<file path="src/rtl/mult_top.sv">
// Sequential radix-2 shift-and-add unsigned multiplier with a start/busy/done handshake.
// One partial-product step per cycle for exactly WIDTH cycles; the product register holds until the next completion.
module mult_top #(
  parameter int WIDTH = 8
) (
  input  logic                 clk,
  input  logic                 reset,
  input  logic                 start,
  input  logic [WIDTH-1:0]     A,
  input  logic [WIDTH-1:0]     B,
  output logic [2*WIDTH-1:0]   P,
  output logic                 busy,
  output logic                 done
);

  localparam int CW = $clog2(WIDTH + 1);

  typedef enum logic [1:0] {
    IDLE   = 2'd0,
    CALC   = 2'd1,
    FINISH = 2'd2
  } state_t;

  state_t               state_q, state_d;
  logic [2*WIDTH-1:0]   mcand_q, mcand_d;
  logic [WIDTH-1:0]     mplier_q, mplier_d;
  logic [2*WIDTH-1:0]   acc_q, acc_d;
  logic [2*WIDTH-1:0]   p_q, p_d;
  logic [CW-1:0]        cnt_q, cnt_d;
  logic                 busy_q, busy_d;
  logic                 done_q, done_d;
  logic [2*WIDTH-1:0]   acc_step_s;

  // Conditional add of the shifted multiplicand for the current multiplier bit.
  always_comb begin
    if (mplier_q[0]) begin
      acc_step_s = acc_q + mcand_q;
    end else begin
      acc_step_s = acc_q;
    end
  end

  // Next-state and registered-output logic.
  always_comb begin
    state_d  = state_q;
    mcand_d  = mcand_q;
    mplier_d = mplier_q;
    acc_d    = acc_q;
    p_d      = p_q;
    cnt_d    = cnt_q;
    busy_d   = 1'b0;
    done_d   = 1'b0;
    case (state_q)
      IDLE: begin
        if (start) begin
          mcand_d  = {{WIDTH{1'b0}}, A};
          mplier_d = B;
          acc_d    = '0;
          cnt_d    = CW'(WIDTH);
          busy_d   = 1'b1;
          state_d  = CALC;
        end else begin
          state_d  = IDLE;
        end
      end
      CALC: begin
        acc_d    = acc_step_s;
        mcand_d  = mcand_q << 1;
        mplier_d = mplier_q >> 1;
        cnt_d    = cnt_q - CW'(1);
        // Last step: capture the final sum so P is valid during FINISH.
        if (cnt_q == CW'(1)) begin
          p_d     = acc_step_s;
          done_d  = 1'b1;
          state_d = FINISH;
        end else begin
          busy_d  = 1'b1;
          state_d = CALC;
        end
      end
      FINISH: begin
        state_d = IDLE;
      end
      default: begin
        state_d = IDLE;
      end
    endcase
  end

  // State and datapath registers with synchronous reset.
  always_ff @(posedge clk) begin
    if (reset) begin
      state_q  <= IDLE;
      mcand_q  <= '0;
      mplier_q <= '0;
      acc_q    <= '0;
      p_q      <= '0;
      cnt_q    <= '0;
      busy_q   <= 1'b0;
      done_q   <= 1'b0;
    end else begin
      state_q  <= state_d;
      mcand_q  <= mcand_d;
      mplier_q <= mplier_d;
      acc_q    <= acc_d;
      p_q      <= p_d;
      cnt_q    <= cnt_d;
      busy_q   <= busy_d;
      done_q   <= done_d;
    end
  end

  assign P    = p_q;
  assign busy = busy_q;
  assign done = done_q;

endmodule

</file>
<file path="config.mk">
export PLATFORM = sky130hd
export DESIGN_NAME = mult_top
export DESIGN_NICKNAME = d
export VERILOG_FILES = /design/src/rtl/mult_top.sv
export SDC_FILE = /design/constraint.sdc
export NUM_CORES = 1
export LEC_CHECK = 0
export BUFFER_PORTS_ARGS = -buffer_cell sky130_fd_sc_hd__buf_2
export CORE_MARGIN = 5
export CORE_UTILIZATION = 58
export CTS_BUF_LIST = sky130_fd_sc_hd__clkbuf_16
export CTS_CLUSTER_DIAMETER = 30
export DETAILED_ROUTE_END_ITERATION = 10
export PLACE_DENSITY = 0.77
export SLEW_MARGIN = 20
export SYNTH_ARGS = -nofsm -noshare
export SYNTH_HDL_FRONTEND = slang
export SYNTH_SLANG_ARGS = --single-unit
</file>
<file path="constraint.sdc">
create_clock -name clk -period 2.9 [get_ports clk]
set_input_delay 0.87 -clock clk [delete_from_list [all_inputs] [get_ports clk]]
set_output_delay 0.87 -clock clk [all_outputs]
set_load 0.1 [all_outputs]
</file>
==> metrics <==
status=finished, final reports clean; Cell Rows=27; Crit Path Max Fanout=4; n_diodes=0; RSZ-0062 raised after global routing=false; starting utilization of the core area=0.5973; area growth from synthesis to final layout=15.27%; quantity of I/O buffers inserted on ports=36; Hold Crit Start=P[7]$_SDFFE_PP0P_; clock share of power=0.421; sequential-to-total area share from yosys stat=0.3811; Final Critical Period=2.506 ns; worst reg-to-reg path cell count=8; total count of hold-check failures in the final report=0; Comb power frac=0.187; overall fraction of global-route tracks in use=0.2229; setup violators final=0; number of antenna violations at the first check in global routing=0; number of pins exceeding their max-slew limit in the final report=0; Chip Height=85.54 um; Reg clk slew, reported paths=0.05 ns; Residual DRC=0; CTS tree=built; Hold-fix buffers, CTS=0; share of flip-flops with an asynchronous set or reset after synthesis=0; leakage power summed over all cells=0.001582 uW; post-route ant nets=0; share of total power consumed by net switching=0.3057; via count of the first global-routing pass=2831; global routing usage on met1=0.2887; most common cell after layout, fill and taps aside=sky130_fd_sc_hd__nor2_1; Die ar.=7316 um2; drt total wl=7715 um; max-cap violations=0; net count after synthesis=442; clock skew after layout=0.003878 ns; busiest metal layer after global routing=met2; detailed-route wire length per cell=15.13 um; Hold/Removal Path Class=flop to flop; Avg Vias per Cell=5.788; maximum achievable frequency=399.0 MHz; CTS root buf=sky130_fd_sc_hd__clkbuf_16; number of filler instances in the final layout=447; cell internal pwr=1723 uW; proportion of layout cells with a drive suffix above 1=0.1621; commonest cells after routing, fill and taps aside=sky130_fd_sc_hd__nor2_1, sky130_fd_sc_hd__dfxtp_1, sky130_fd_sc_hd__buf_2; hold path cells=2; number of distinct standard cells referenced by the synthesized netlist=55; PD cells=650.3 nW/um2; total overflow reported by the global router=0; Setup TNS=0 ns; Bufs on Longest Clock Path=2; Yosys reg bits=63; Most used DFF post-synth=sky130_fd_sc_hd__dfxtp_1; sort of element at the start of the critical path=flop; number of detailed-routing iterations run before antenna repair=4; hold slack final=0.4630 ns; met2 routing resource usage after global routing=0.3581; I/O Pins=37; pin count of the biggest net entering global routing=40; Starting DRT DRC Count=153; core box area=5540 um2; transition time at the pin with the least slew margin=0.6196 ns; number of setup buffers added after CTS=0; number of instances in the synthesized netlist=405; CP Data Required Time=3.13 ns; sinks on the clock net=63; critical path class=flop to flop; post-CTS resize count=0; deepest level of the CTS H-tree=3; NetSw=758.5 uW; NumNets Final=470; worst-case headroom to the max-slew limit=0.5864; first-pass GRT wire length=13050 um; detailed-route via count=2952; worst-case vdd ir drop=0.4201 mV; met3 layer usage reported by global route=0.03939; origin of the critical flop-to-flop path=mcand_q[0]$_SDFFE_PP0P_; gp weighted congestion=0.9720; Ys Warns=0; number of buffers added by the clock tree synthesis step=9; post-DP HPWL=5288 um; worst path setup slack after routing=0.3939 ns; latest clock arrival within the worst-skew pair=0.33 ns; chip width=85.54 um; type of element capturing the critical path=flop; syn avg cell area=8.171 um2; number of synthesized flops with an enable pin=0; cell area after technology mapping=3309 um2; pre-CTS setup slack=0.4230 ns; sequential cell fraction of total power=0.393; arrival time reported for the critical path endpoint=2.74 ns; post-route clock period utilization=0.8642; Worst Setup SP=mcand_q[0]$_SDFFE_PP0P_
-- worst max-delay path: stages, from the launching register on --
cell	delay, ns
sky130_fd_sc_hd__dfxtp_1	0.32
sky130_fd_sc_hd__ha_1	0.24
sky130_fd_sc_hd__fa_1	0.42
sky130_fd_sc_hd__a21oi_2	0.21
sky130_fd_sc_hd__o21ai_2	0.12
sky130_fd_sc_hd__a31o_2	0.28
sky130_fd_sc_hd__a21oi_1	0.25
sky130_fd_sc_hd__mux2_1	0.36
sky130_fd_sc_hd__a311oi_1	0.22
-- kinds of logic after synthesis --
| group | after synthesis | share of synthesized area |
|---|---|---|
| AOI/OAI and AO/OA | 100 | 0.2132 |
| xor gates and xnor gates | 13 | 0.03440 |
| adders and majority gates | 18 | 0.07032 |
| buffers and inverters | 36 | 0.04310 |
| DFF | 63 | 0.3811 |
| muxes | 12 | 0.03970 |
| and+or+nand+nor | 163 | 0.2181 |
-- power by group through the flow --
stage                     registers (uW)  clock network, uW  logic (uW)
after global placement               990                  0         453
after floorplan                     1070                  0         280
after global routing                 983               1100         510
after CTS                            974               1050         465
after detailed placement             991                  0         460
final                                974               1040         463
-- state kept, by name (all words and copies together) (netlist names) --
register,cells
mcand_q,16
mplier_q,8
acc_q,16
state_q,2
cnt_q,4
P,16
done,1
-- path summary, 6_finish.rpt --
kind | to | slack [ns]
hold reg to reg | P[7]$_SDFFE_PP0P_ | 0.46
hold / removal | P[7]$_SDFFE_PP0P_ | 0.46
setup reg to reg | P[14]$_SDFFE_PP0P_ | 0.39
setup / recovery | P[14]$_SDFFE_PP0P_ | 0.39
-- per-stage QoR --
stage	cell area, um2	utilization	total power [uW]	std cells
2_1_floorplan	3309	-	1346	405
3_3_place_gp	3527	0.6366	1443	494
3_5_place_dp	3527	0.6366	1451	494
4_1_cts	3815	0.6886	2490	510
5_1_grt	3815	0.6886	2590	510
6_report	3815	0.6886	2481	510
-- cell type report --
cell class | count | area (um2) | share of cell area
Multi-Input combinational cell | 306 | 1906 | 0.4995
Inverter | 10 | 37.54 | 0.009839
Clock buffer | 9 | 225.2 | 0.05904
Clock inverter | 7 | 62.56 | 0.01640
Sequential cell | 63 | 1261 | 0.3306
Timing Repair Buffer | 43 | 232.7 | 0.06100
Tap cell | 72 | 90.09 | 0.02361
-- Yosys cell counts, drive strengths merged, types with 2 or more instances --
library cell | number | area, um2
nand4 | 2 | 12.51
a31oi | 2 | 12.51
o21ai | 16 | 87.58
nor2b | 4 | 25.02
a2111oi | 2 | 23.77
a32oi | 3 | 26.28
nand3b | 4 | 30.03
nor3 | 7 | 35.03
nand2 | 30 | 112.6
a211o | 3 | 26.28
ha | 17 | 212.7
clkbuf | 24 | 90.09
nand3 | 5 | 25.02
nor4 | 10 | 62.56
a211oi | 12 | 95.09
mux2i | 6 | 60.06
xor2 | 5 | 43.79
a21o | 3 | 22.52
inv | 10 | 37.54
o21bai | 3 | 22.52
nor2 | 87 | 326.6
buf | 2 | 15.01
o211ai | 5 | 37.54
mux2 | 6 | 71.31
a21oi | 24 | 135.1
xnor2 | 8 | 70.07
a311oi | 3 | 32.53
a22oi | 15 | 112.6
nand2b | 8 | 50.05
or3 | 2 | 12.51
a21boi | 2 | 15.02
dfxtp | 63 | 1261
-- routing by layer --
metal,routed length [um],up-vias
met1,3616,1362
met4,179,0
met2,3517,79
met3,402,14
met5,0,-
li1,-,1497
Note: power is estimated with default switching activity, not from simulation.
